`config.mk`:
```
export PLATFORM = sky130hd
export DESIGN_NAME = dot_seq
export DESIGN_NICKNAME = d
export VERILOG_FILES = /design/src/rtl/dot_seq_pkg.sv /design/src/rtl/dot_seq_mac.sv /design/src/rtl/dot_seq.sv
export SDC_FILE = /design/constraint.sdc
export NUM_CORES = 1
export LEC_CHECK = 0
export ABC_CLOCK_PERIOD_IN_PS = 7100
export BUFFER_PORTS_ARGS = -buffer_cell sky130_fd_sc_hd__buf_2
export CAP_MARGIN = 30
export CORE_MARGIN = 10
export CORE_UTILIZATION = 51
export DETAILED_ROUTE_END_ITERATION = 10
export PLACE_DENSITY = 0.72
export SYNTH_ARGS = -nofsm -noshare
export SYNTH_HDL_FRONTEND = slang
export SYNTH_SLANG_ARGS = --single-unit
```
`constraint.sdc`:
```
create_clock -name clk -period 7.1 [get_ports clk]
set_input_delay 1.42 -clock clk [delete_from_list [all_inputs] [get_ports clk]]
set_output_delay 1.42 -clock clk [all_outputs]
set_load 0.01 [all_outputs]
```
`src/rtl/dot_seq_pkg.sv`:
```
// Shared constants for the dot-product sequencer: FSM state encoding and
// the mode codes understood by the 3-input MAC unit.
package dot_seq_pkg;

  // Controller states (2-bit encoding, exposed on dbg_state)
  localparam logic [1:0] ST_IDLE = 2'd0;
  localparam logic [1:0] ST_CLR  = 2'd1;
  localparam logic [1:0] ST_ACC  = 2'd2;
  localparam logic [1:0] ST_FIN  = 2'd3;

  // MAC operating modes
  localparam logic [1:0] MODE_ADD = 2'b00;  // dout <- a + b
  localparam logic [1:0] MODE_MAC = 2'b01;  // dout <- a * b + c
  localparam logic [1:0] MODE_MUL = 2'b10;  // dout <- a * b (2'b11 behaves the same)

endpackage

```
`src/rtl/dot_seq_mac.sv`:
```
// Registered 3-input multiply-accumulate unit. All arithmetic wraps modulo
// 2^bw; the output register is the only storage and serves as the
// accumulator for the sequencer above it.
module dot_seq_mac #(
  parameter int bw = 8
) (
  input  logic          clk,
  input  logic          rst,
  input  logic [1:0]    mode,
  input  logic [bw-1:0] din_a,
  input  logic [bw-1:0] din_b,
  input  logic [bw-1:0] din_c,
  output logic [bw-1:0] dout
);

  logic [bw-1:0] dout_nxt;

  // Select the operation from the mode code; mode[1] set means plain multiply
  always_comb begin
    if (mode[1]) begin
      dout_nxt = din_a * din_b;
    end else if (mode[0]) begin
      dout_nxt = din_a * din_b + din_c;
    end else begin
      dout_nxt = din_a + din_b;
    end
  end

  // Output register with asynchronous clear
  always_ff @(posedge clk or posedge rst) begin
    if (rst) begin
      dout <= '0;
    end else begin
      dout <= dout_nxt;
    end
  end

endmodule

```
`src/rtl/dot_seq.sv`:
```
// Dot-product sequencer: accepts len operand pairs and accumulates a*b in
// the MAC output register, then publishes the truncated sum with a
// one-cycle done pulse.
//
// Operand handshake: a pair (op_a, op_b) is consumed on a rising clk edge
// where op_valid & op_ready are both high. op_ready depends only on the
// registered state (high only in ACC), never on op_valid. The source must
// hold op_valid and the operands stable until that edge; op_valid outside
// ACC is ignored.
module dot_seq
  import dot_seq_pkg::*;
#(
  parameter int BW    = 8,
  parameter int LEN_W = 8
) (
  input  logic             clk,
  input  logic             rst,
  input  logic             start,
  input  logic [LEN_W-1:0] len,
  input  logic             op_valid,
  input  logic [BW-1:0]    op_a,
  input  logic [BW-1:0]    op_b,
  output logic             op_ready,
  output logic             busy,
  output logic             done,
  output logic [BW-1:0]    result,
  output logic [1:0]       dbg_state
);

  logic [1:0]       state;
  logic [1:0]       state_nxt;
  logic [LEN_W-1:0] cnt;
  logic [LEN_W-1:0] cnt_nxt;
  logic [1:0]       mac_mode;
  logic [BW-1:0]    mac_a;
  logic [BW-1:0]    mac_b;
  logic [BW-1:0]    mac_c;
  logic [BW-1:0]    mac_dout;
  logic             fire;

  assign op_ready  = (state == ST_ACC);
  assign busy      = (state != ST_IDLE);
  assign fire      = op_valid & op_ready;
  assign dbg_state = state;

  // Next state, remaining-element count and MAC configuration. The default
  // configuration (add zero to the current output) holds the accumulator.
  always_comb begin
    state_nxt = state;
    cnt_nxt   = cnt;
    mac_mode  = MODE_ADD;
    mac_a     = mac_dout;
    mac_b     = '0;
    mac_c     = mac_dout;
    case (state)
      ST_IDLE: begin
        if (start) begin
          cnt_nxt   = len;
          state_nxt = ST_CLR;
        end
      end
      ST_CLR: begin
        mac_mode  = MODE_MUL;
        mac_a     = '0;
        state_nxt = (cnt == '0) ? ST_FIN : ST_ACC;
      end
      ST_ACC: begin
        if (fire) begin
          mac_mode = MODE_MAC;
          mac_a    = op_a;
          mac_b    = op_b;
          cnt_nxt  = cnt - LEN_W'(1);
          if (cnt == LEN_W'(1)) begin
            state_nxt = ST_FIN;
          end
        end
      end
      ST_FIN: begin
        state_nxt = ST_IDLE;
      end
      default: begin
        state_nxt = ST_IDLE;
      end
    endcase
  end

  // FSM state and down-counter registers
  always_ff @(posedge clk or posedge rst) begin
    if (rst) begin
      state <= ST_IDLE;
      cnt   <= '0;
    end else begin
      state <= state_nxt;
      cnt   <= cnt_nxt;
    end
  end

  // Publish the sum when leaving FIN; done is high for exactly one cycle
  always_ff @(posedge clk or posedge rst) begin
    if (rst) begin
      done   <= 1'b0;
      result <= '0;
    end else begin
      done <= (state == ST_FIN);
      if (state == ST_FIN) begin
        result <= mac_dout;
      end
    end
  end

  dot_seq_mac #(
    .bw(BW)
  ) u_mac (
    .clk  (clk),
    .rst  (rst),
    .mode (mac_mode),
    .din_a(mac_a),
    .din_b(mac_b),
    .din_c(mac_c),
    .dout (mac_dout)
  );

endmodule

```
==> metrics, run 1 <==
run status=complete, no violations; CP Capture Type=flip-flop; maximum clock frequency=roughly 0.16 GHz; Yosys reg bits=27; clock buffers created by TritonCTS=3; nets=473; Worst R2R Start=dbg_state[0]; vias in the first global route=2544; Die Wd=approximately 100 um; clock skew=between 0.004 and 0.005 ns; Area Overhead vs Synth=10.4%; Clock transition at path regs=0.10 ns; worst hold stages=1; origin of the worst setup path=op_valid; Final Max Slew Viols=0; Slew headroom=between 30% and 40%; met1 wire length=approximately 3700 um; global-route wire length before repair=roughly 13000 um; CP max FO=18; initial antenna violation count=0; vias=between 2000 and 3000; uppermost layer routed=met4; fraction of registers with async set/reset=between 90% and 100%; DIE HEIGHT=about 98 um; Synth Net Count=~440; initial DRC count=between 200 and 250; Worst-Skew Late Latency=approximately 0.28 ns; Hold Path Class=flip-flop to flip-flop; drt drc=0; DP HPWL=~6300 um; prevailing post-synth register cell=dfrtp_1; Yosys warning count=0; core area=slightly below 0.006 mm2; CTS max path bufs=2; DR pass1 iterations=5; syn avg cell area=~8.6 um2; LEAKAGE=between 1.5 and 2 nW; Setup TNS=0 ns; largest net degree at the start of global routing=22; clock root buffer=clkbuf_8; Worst Max-Slew Pin Slew=approximately 0.99 ns; Final Critical Period=6.39 ns; number of gates resized after cts=0; Worst Path Required=7.26 ns; P per Cell Area=384 mW/mm2; GP Congestion=slightly above 0.9; Hold Crit Endpoint=result[6]; sequential element share of the synthesized area=21.9%; internal reg-to-reg setup slack=0.95 ns; GR Util All Layers=about 16%; initial core utilization=52.4%; WL met2=~3400 um; capture point of the worst reg-to-reg path=u_mac.dout[7]; hold path start=result[6]; placement row count=28; final hold viol count=0; Diodes inserted=0; total power=~1.3 mW; Post-Route WL=roughly 7700 um; cells on worst reg2reg path=22; CTS tree=yes; share of cells above drive strength 1=roughly 17%; Synth Cell Area=between 0.003 and 0.004 mm2; IO Count=~40; CP startpoint kind=input port; final setup violating endpoints=0; Synth cell types=48; die area=about 0.0096 mm2; CTS Sinks=27; post-route ant nets=0; period utilisation layout=90.1%; Met3 Wirelength=around 670 um; total grt overflow=0; Gate Count Post-Synth=roughly 360; utilization after layout=57.8%; number of buffers added on ports=40; unrepaired setup endpoints after global routing=no; wire length per cell=between 15 and 20 um; Max Cap Viol=0; Max VDD drop=0.000178 V; htree depth=1; CP arrival=roughly 6.6 ns; kind of critical path=input port to flip-flop; Post-CTS Setup Bufs=0; vias per cell=roughly 5.7; Post-synth EDFFs=0; hold buffers post-CTS=0
[worst max-delay path: stages]
cell and delay (ns):
buf_2 0.28, inv_1 0.15, a21o_1 0.20, a21oi_1 0.56, inv_1 0.20, nand2_1 0.14, fa_1 0.40, inv_1 0.08
ha_1 0.24, ha_1 0.29, inv_1 0.05, fa_1 0.54, inv_1 0.04, ha_1 0.32, a21o_1 0.20, a21oi_1 0.23
xnor3_1 0.36, xnor3_2 0.28, xor2_1 0.20, nor4_1 0.28, nor4_2 0.09
[per-layer routing]
layer | vias up | GRT usage [%]
met5 | - | 0
met4 | 0 | 2.01
met3 | 4 | 4.65
met2 | 109 | 23.9
met1 | 1240 | 22.7
li1 | 1296 | -
[cell type report]
cell class / instances / area, um2
repair buffers: 43 / 243
flip-flops and latches: 27 / 676
fillers: 520 / 2480
inverters: 46 / 173
clock buffers: 3 / 41.3
well taps: 75 / 93.8
clock inverters: 1 / 8.76
multi-input cells: 273 / 2170
[placed cells by master (no fill, tap or decap), types with 4 or more instances in the layout]
cell type / n
ha_1: 37
nor3_1: 4
and2_1: 4
xor2_1: 5
nor2b_1: 7
and3_1: 7
a21oi_1: 22
inv_1: 46
nand3_1: 15
o22ai_1: 5
mux2i_1: 5
nor2_1: 31
o21ai_0: 18
or3_1: 4
mux2_2: 11
nand2_1: 25
dfrtp_1: 27
buf_2: 40
a21o_1: 6
fa_1: 14
xnor2_1: 14
nand2b_1: 4
[synth_stat cells (2+ instances only)]
master / n / share of area, %
a21boi_0: 3 / 0.73
a21o_1: 6 / 1.5
a21oi_1: 22 / 3.6
a22o_1: 3 / 0.85
a31o_2: 2 / 0.57
a31oi_1: 2 / 0.41
and2_1: 4 / 0.81
and3_1: 7 / 1.4
buf_2: 4 / 0.65
buf_6: 2 / 0.73
clkbuf_1: 5 / 0.61
dfrtp_1: 27 / 22
fa_1: 14 / 9.1
ha_1: 37 / 15
inv_1: 46 / 5.6
mux2_2: 11 / 4.0
mux2i_1: 5 / 1.6
nand2_1: 25 / 3.0
nand2b_1: 4 / 0.81
nand3_1: 15 / 2.4
nor2_1: 31 / 3.8
nor2b_1: 7 / 1.4
nor3_1: 4 / 0.65
nor3b_1: 2 / 0.49
o21ai_0: 18 / 2.9
o21bai_1: 3 / 0.73
o221ai_1: 2 / 0.57
o22ai_1: 5 / 1.0
o41ai_1: 2 / 0.57
or3_1: 4 / 0.81
xnor2_1: 14 / 4.0
xnor3_1: 2 / 1.5
xor2_1: 5 / 1.4
[power by group]
group | leakage (nW) | internal (mW) | switching (mW) | total (mW)
combinational | 1.44 | 0.387 | 0.524 | 0.911
clock | 0.0261 | 0.0413 | 0.0521 | 0.0934
sequential | 0.332 | 0.228 | 0.0767 | 0.304
[sequential cells by signal (all words and copies together), names as in the netlist]
register and cells:
result 8, cnt 8, u_mac.dout 8, done 1, dbg_state 2
[worst max-delay path by stage]
stage | endpoint | slack [ns]
2_1_floorplan | u_mac.dout[7] | 0.94
3_3_place_gp | u_mac.dout[7] | 0.57
3_5_place_dp | u_mac.dout[7] | 0.53
4_1_cts | u_mac.dout[7] | 0.80
5_1_grt | u_mac.dout[7] | 0.47
6_report | u_mac.dout[7] | 0.71
[cell families (layout without fill, tap and decap cells)]
family                   count (synthesis)  count (layout)  share of synthesized area, %
adder cells (fa/ha/maj)                 51              51                          24.1
AND/OR/NAND/NOR                        107             107                          16.8
XOR/XNOR                                22              22                          7.63
AO/OA/AOI/OAI                           77              77                          16.2
flip-flops                              27              27                          21.9
multiplexers                            16              16                          5.64
buffers and inverters                   58              93                          7.71
[metrics by stage]
step | instance area, um2 | hold WS (ns) | cells | worst slack (ns)
global placement | 3330 | 0.486 | 463 | 0.567
detailed placement | 3350 | 0.491 | 464 | 0.529
floorplan | 3080 | 0.501 | 358 | 0.942
CTS | 3400 | 0.514 | 468 | 0.796
global route | 3400 | 0.524 | 468 | 0.471
finish | 3400 | 0.509 | 468 | 0.706
Power figures use the tool's default switching activity.
==> run 2: changes to the inputs <==
--- a/config.mk
+++ b/config.mk
@@ -5,7 +5,7 @@
 export SDC_FILE = /design/constraint.sdc
 export NUM_CORES = 1
 export LEC_CHECK = 0
-export ABC_CLOCK_PERIOD_IN_PS = 7100
+export ABC_CLOCK_PERIOD_IN_PS = 7320
 export BUFFER_PORTS_ARGS = -buffer_cell sky130_fd_sc_hd__buf_2
 export CAP_MARGIN = 30
 export CORE_MARGIN = 10
@@ -14,4 +14,5 @@
 export PLACE_DENSITY = 0.72
 export SYNTH_ARGS = -nofsm -noshare
 export SYNTH_HDL_FRONTEND = slang
+export SYNTH_HIERARCHICAL = 1
 export SYNTH_SLANG_ARGS = --single-unit
==> constraint.sdc (replaced) <==
create_clock -name clk -period 7.32 [get_ports clk]
set_input_delay 1.464 -clock clk [delete_from_list [all_inputs] [get_ports clk]]
set_output_delay 1.464 -clock clk [all_outputs]
set_load 0.01 [all_outputs]
==> run 2 against run 1 <==
Effect of this change:
- synthesized area shrank 2.1%
- clock-buffer cell count unchanged
- synthesized cell count decreased by 5.6%
- hold slack improved by 0.0060 ns
- register-to-register slack better by 0.48 ns
- largest cell class unchanged
- largest power group unchanged
==> metrics, run 2 <==
run status=complete, no violations; biggest regs=cnt: 8 flops, result: 8 flops, u_mac/dout: 8 flops; Worst-Skew Late Latency=0.28 ns (about the same); vias in the first global route=2489 (-2.2%); Gate Count Post-Synth=338 (-5.6%); slowest cell delay on critical path=0.55 ns (about the same); CP max FO=17 (-1); DR pass1 iterations=4 (-1); Diodes inserted=0 (unchanged); global-route wire length before repair=11800 um (-9.0%); initial DRC count=81 (-64%); Max VDD drop=0.000245 V (+38%); CTS tree=yes; Post-CTS Setup Bufs=0 (unchanged); CP startpoint kind=input port; hold buffers post-CTS=0 (unchanged); final setup violating endpoints=0 (unchanged); CP cell instances=buf_2 > nand3_1 > o21ai_0 > nand2_1 > o21ai_0 > nand2_1 > fa_1 > fa_1 > inv_1 > fa_1 > fa_1 > ha_1 > xnor2_1 > ha_1 > o21a_1 > nor2_1 > a21oi_1 > xnor2_1 > mux2i_1 > o221ai_1; initial core utilization=53.8% (+1.4 points); synth top area cells=dfrtp_1 22%, ha_1 16%, fa_1 9.3%; cell taking the most area after synthesis=dfrtp_1; share of cells above drive strength 1=18.2% (+1.7 points); CP Capture Type=flip-flop; Setup TNS=0 ns (unchanged); total grt overflow=0 (unchanged); Synth Net Count=418 (-4.3%); largest net degree at the start of global routing=40 (+82%); vias per cell=5.38 (-4.9%); final hold viol count=0 (unchanged); clock root buffer=clkbuf_8; P per Cell Area=321 mW/mm2 (-16%); top cell type's share of synthesized area=22.4% (+0.47 points); Synth Cell Area=0.00302 mm2 (-2.1%); CTS Sinks=27 (unchanged); WHS=0.515 ns (+0.00597 ns); wire length per cell=15.8 um (-4.5%); top-count cell post-synth=inv_1; htree depth=1 (unchanged); vias=2396 (-9.6%); DIE HEIGHT=96.9 um (-0.84%); placement row count=27 (-3.6%); Clock transition at path regs=0.09 ns (about the same); CP dominant cell by count=fa_1; period utilisation layout=84.0%; unrepaired setup endpoints after global routing=no; prevailing post-synth register cell=dfrtp_1; Post-synth EDFFs=0 (unchanged); nets=454 (-4.0%); Area Overhead vs Synth=9.54%; syn avg cell area=8.93 um2 (+3.7%); Max Cap Viol=0 (unchanged); Slew headroom=40.4% (+6.6 points); Yosys reg bits=27 (unchanged); kind of critical path=input port to flip-flop; DP HPWL=5820 um (-7.2%); drt drc=0 (unchanged); maximum clock frequency=roughly 0.16 GHz; CP arrival=6.30 ns (-0.25 ns); number of gates resized after cts=0 (unchanged); die area=0.00939 mm2 (-1.7%); internal reg-to-reg setup slack=1.43 ns (+0.48 ns); final-layout fill cell count=523 (+0.58%); GP Congestion=0.898 (-2.9%); Die Wd=96.9 um (-0.84%); Worst Path Required=7.47 ns (+0.21 ns); number of buffers added on ports=40 (unchanged); fraction of registers with async set/reset=100% (unchanged); Final Max Slew Viols=0 (unchanged); synth cell count leaders=40 x inv_1, 38 x ha_1, 28 x nand2_1; Synth cell types=51 (+6.3%); Yosys warning count=6 (+6); initial antenna violation count=0 (unchanged); CTS max path bufs=2 (unchanged); Slowest cell on crit path=fa_1; post-route ant nets=0 (unchanged); core area=0.00561 mm2 (-4.7%); Hold Path Class=flip-flop to flip-flop; IO Count=41 (unchanged); GR Util All Layers=14.6% (-1.4 points); Worst Max-Slew Pin Slew=0.885 ns (-0.105 ns); commonest non-fill, non-tap cells in the layout=40 x inv_1, 40 x buf_2, 38 x ha_1; LEAKAGE=1.73 nW (-3.5%); clock buffers created by TritonCTS=3 (unchanged); Post-Route WL=7030 um (-9.2%); clock skew=0.00272 ns (-0.00147 ns); sequential element share of the synthesized area=22.4% (+0.47 points); Final Critical Period=between 6 and 7 ns
run 2: changes by cell type after synthesis, sizes merged, moves of 5 or more:
cell,previous run,this run
nand3,15,3
nor2,31,20
o21ai,18,12
o22a,0,7
o22ai,5,0
and2,4,17
run 2: layout make-up:
| class | count | area, um2 | share of cell area [%] |
|---|---|---|---|
| clock buffer | 3 | 41.3 | 1.25 |
| tap | 72 | 90.1 | 2.73 |
| sequential | 27 | 676 | 20.4 |
| timing repair buffer | 41 | 208 | 6.28 |
| multi-input combinational | 257 | 2120 | 64.0 |
| inverter | 44 | 168 | 5.07 |
| clock inverter | 1 | 7.51 | 0.227 |
run 2: cells by family after synthesis:
family / after synthesis / share of synthesized area, %
simple gates: 95 / 15.8
buf+inv: 54 / 7.50
compound gates: 69 / 15.4
fa+ha+maj: 52 / 25.0
flops: 27 / 22.4
mux: 14 / 5.10
xor+xnor: 27 / 8.75
run 2: power by group:
group	switching [mW]	total [mW]	leakage [nW]	internal [mW]
Clock	0.0477	0.0864	0.0217	0.0387
Sequential	0.0598	0.275	0.335	0.215
Combinational	0.402	0.700	1.38	0.298
Total	0.510	1.06	1.73	0.552
run 2: stage by stage:
step	power, mW	util, %	instances	setup WS, ns	instance area [um2]
finish	1.06	58.9	445	1.17	3310
global route	1.16	58.9	445	0.839	3310
CTS	1.06	58.9	445	1.23	3310
detailed placement	0.970	58.1	441	0.949	3260
global placement	0.952	58.1	441	1.15	3260
floorplan	0.819	-	338	1.71	3020
run 2: layer usage:
layer,global-route usage (%),vias to the layer above,share of wire (%)
met5,0,-,0
met4,3.83,0,1.2
met2,25.8,43,48
met3,1.85,7,3.1
li1,-,1211,-
met1,18.1,1135,48
run 2: critical path, delay by kind of cell:
| family | cells | cell delay, ns |
|---|---|---|
| xor+xnor | 2 | 0.49 |
| simple gates | 4 | 0.45 |
| buf+inv | 2 | 0.28 |
| mux | 1 | 0.24 |
| fa+ha+maj | 6 | 2.67 |
| compound gates | 5 | 0.70 |
run 2: final timing paths:
kind / startpoint / endpoint / depth (start not counted)
max in group asynchronous: rst / cnt[2] / 2
setup reg to reg: dbg_state[0] / u_mac/dout[7] / 18
hold / removal: result[3] / result[3] / 1
min in group asynchronous: rst / u_mac/dout[7] / 2
hold reg to reg: result[3] / result[3] / 1
setup / recovery: op_valid / u_mac/dout[7] / 20
==> run 3: changes to the inputs <==
--- a/config.mk
+++ b/config.mk
@@ -5,13 +5,14 @@
 export SDC_FILE = /design/constraint.sdc
 export NUM_CORES = 1
 export LEC_CHECK = 0
-export ABC_CLOCK_PERIOD_IN_PS = 7320
+export ABC_AREA = 1
+export ABC_CLOCK_PERIOD_IN_PS = 5290
 export BUFFER_PORTS_ARGS = -buffer_cell sky130_fd_sc_hd__buf_2
 export CAP_MARGIN = 30
 export CORE_MARGIN = 10
 export CORE_UTILIZATION = 51
 export DETAILED_ROUTE_END_ITERATION = 10
-export PLACE_DENSITY = 0.72
+export PLACE_DENSITY = 0.74
 export SYNTH_ARGS = -nofsm -noshare
 export SYNTH_HDL_FRONTEND = slang
 export SYNTH_HIERARCHICAL = 1
==> constraint.sdc (replaced) <==
create_clock -name clk -period 5.29 [get_ports clk]
set_input_delay 1.058 -clock clk [delete_from_list [all_inputs] [get_ports clk]]
set_output_delay 1.058 -clock clk [all_outputs]
set_load 0.01 [all_outputs]
==> run 3 against run 2 <==
Effect of this change:
- die area increased by 7.6%
- sequential cell count stayed put
- non-clock buffer count increased by 31
- routed wire length rose by 23%
- hold slack better by 0.025 ns
- sequential power up 45%
==> metrics, run 3 <==
Comb power frac=72.7% (+6.7 points); IO Count=41 (unchanged); Slew headroom=50.8% (+10 points); htree depth=1 (unchanged); initial core utilization=52.4% (-1.4 points); Area Overhead vs Synth=18.2%; CTS Sinks=27 (unchanged); nets=636 (+40%); clock skew=0.00590 ns (+0.00318 ns); final hold viol count=0 (unchanged); Worst Path Required=5.46 ns (-2.01 ns); placement row count=29 (+7.4%); largest net degree at the start of global routing=20 (-50%); CP max FO=7 (-10); vias=3265 (+36%); commonest non-fill, non-tap cells in the layout=120 x nand2_1, 95 x inv_1, 40 x buf_2; Slowest cell on crit path=fa_1; kind of critical path=input port to flip-flop; top-count cell post-synth=nand2_1; syn avg cell area=6.77 um2 (-24%); share of cells above drive strength 1=22.0% (+3.8 points); fraction of registers with async set/reset=100% (unchanged); prevailing post-synth register cell=dfrtp_1; die area=0.0101 mm2 (+7.6%); Cell Count, Final, Fillers Out=632 (+42%); maximum clock frequency=about 0.20 GHz; final setup violating endpoints=0 (unchanged); CP cell instances=buf_2 > inv_1 > a21oi_4 > o21ai_1 > buf_4 > buf_4 > nand2_1 > fa_1 > inv_1 > ha_1 > fa_1 > fa_1 > ha_4 > xor2_2 > ha_1 > a21oi_1 > o21a_1 > o31ai_4 > inv_2 > nand3_2 > nand3_2 > a21oi_2; run status=complete, no violations; Diodes inserted=0 (unchanged); post-route ant nets=0 (unchanged); final-layout fill cell count=591 (+13%); sequential power share=21.0% (-4.9 points); Worst Max-Slew Pin Slew=0.738 ns (-0.147 ns); wire length per cell=13.6 um (-14%); DP HPWL=7220 um (+24%); clock buffers created by TritonCTS=3 (unchanged); vias per cell=5.17 (-4.1%); utilization after layout=62.0% (+3.0 points); CP arrival=5.29 ns (-1.01 ns); global-route wire length before repair=14400 um (+23%); CP startpoint kind=input port; CTS tree=yes; switch share=51.8% (+3.8 points); Switching Power=0.985 mW (+93%); Reg area=677 um2 (+0.19%); Yosys warning count=6 (unchanged); CP dominant cell by count=fa_1; WHS=0.540 ns (+0.0249 ns); Gate Count Post-Synth=489 (+45%); DIE HEIGHT=101 um (+3.7%); initial antenna violation count=0 (unchanged); P per Cell Area=486 mW/mm2 (+51%); Inst Count DP=627 (+42%); design internal power=0.916 mW (+66%); Worst-Skew Late Latency=0.27 ns (about the same); sequential element share of the synthesized area=20.4% (-2.0 points); Yosys reg bits=27 (unchanged); period utilisation layout=96.8%; Clock transition at path regs=0.10 ns (about the same); drt drc=0 (unchanged); total grt overflow=0 (unchanged); Die Wd=101 um (+3.7%); core area=0.00631 mm2 (+13%); synth cell count leaders=121 x nand2_1, 99 x inv_1, 41 x nor2_1; synth top area cells=dfrtp_1 20%, ha_1 14%, nand2_1 14%; Post-Route WL=8620 um (+23%); clock root buffer=clkbuf_8; hold buffers post-CTS=0 (unchanged); Synth Cell Area=0.00331 mm2 (+9.6%); GR Util All Layers=17.0% (+2.3 points); Hold Path Class=flip-flop to flip-flop; part of the power in the clock network=6.3% (-1.8 points); Synth Net Count=569 (+36%); CTS max path bufs=2 (unchanged); cell taking the most area after synthesis=dfrtp_1; CP Capture Type=flip-flop; number of buffers and inverters on the critical path=6 (+4); number of buffers added on ports=40 (unchanged); Final Critical Period=5.12 ns; most common cell after layout, fill and taps aside=nand2_1; Crit path max-delay family=adder cells; area of the multi-input gates=0.00225 mm2 (+6.5%); LEAKAGE=2.31 nW (+33%); Max VDD drop=0.000540 V (+120%); Post-synth EDFFs=0 (unchanged); total power=1.90 mW (+79%); biggest regs=cnt: 8 flops, result: 8 flops, u_mac/dout: 8 flops; Final Max Slew Viols=0 (unchanged); top cell type's share of synthesized area=20.4% (-2.0 points); GP Congestion=0.903 (+0.48%); Max Cap Viol=0 (unchanged); slowest cell delay on critical path=0.58 ns (+0.03 ns); Synth cell types=36 (-29%); DR pass1 iterations=5 (+1); initial DRC count=241 (+200%); vias in the first global route=3180 (+28%)
==> run 3: cell count changes in the layout (fill, tap and decap cells not counted), moves of 13 or more <==
cell,delta
and2_1,-13
buf_4,+29
inv_1,+55
nand2_1,+92
nand3_1,+32
nor2_1,+19
xnor2_1,-14
==> run 3: logic make-up (layout without fill, tap and decap cells) <==
| logic type | count (synthesis) | count (layout) | synth area share [%] |
|---|---|---|---|
| DFF | 27 | 27 | 20.4 |
| buffers and inverters | 113 | 179 | 14.0 |
| and+or+nand+nor | 220 | 220 | 28.6 |
| xor gates and xnor gates | 7 | 7 | 1.85 |
| AOI/OAI and AO/OA | 70 | 70 | 12.3 |
| adders and majority gates | 52 | 52 | 22.8 |
==> run 3: tightest hold or removal path, stage by stage, from the launching register on <==
cell     delay (ns)
dfrtp_1        0.36
nor2_1         0.05
a21oi_1        0.10
==> run 3: repair_timing <==
| action | in CTS | in global routing |
|---|---|---|
| gates resized for setup | 1 | 24 |
| setup buffers | 0 | 1 |
| endpoints found under the setup margin | 1 | 2 |
| pin swaps | 0 | 4 |
==> run 3: layout make-up <==
type	instances	area share (%)
clock buffers	4	1.15
inverters	103	10.0
multi-input cells	349	57.6
flip-flops and latches	27	17.3
well taps	77	2.46
repair buffers	72	11.5
==> run 3: path summary, 6_finish.rpt <==
path / start / to / slack, ns / depth (start not counted)
max in group asynchronous: rst / dbg_state[1] / 3.86 / 2
max: op_valid / u_mac/dout[7] / 0.17 / 22
min reg2reg: result[5] / result[5] / 0.54 / 2
min in group asynchronous: rst / u_mac/dout[2] / 0.75 / 2
min: result[5] / result[5] / 0.54 / 2
max reg2reg: dbg_state[0] / u_mac/dout[7] / 0.28 / 24
==> run 3: power by group through the flow <==
stage                     registers (mW)  logic (mW)  clock network (mW)
after floorplan                    0.405       0.879                   0
after global placement             0.397        1.27                   0
after detailed placement           0.399        1.30                   0
after CTS                          0.396        1.31               0.122
after global routing               0.412        1.56               0.130
final                              0.399        1.38               0.120
==> run 3: routing by layer <==
layer / vias to the layer above / track usage [%] / routed length (um)
li1: 1648 / - / -
met1: 1525 / 22.2 / 3960
met2: 84 / 29.0 / 4130
met3: 8 / 3.50 / 446
met4: 0 / 1.30 / 72
met5: - / 0 / 0
==> run 3: per-stage QoR <==
stage               setup WS, ns  cell area (um2)  setup TNS, ns
floorplan                 0.0185             3310              0
global placement          -0.191             3770         -0.218
detailed placement        -0.363             3770         -0.530
CTS                       0.0344             3820              0
global route             -0.0365             3910        -0.0365
finish                     0.169             3910              0
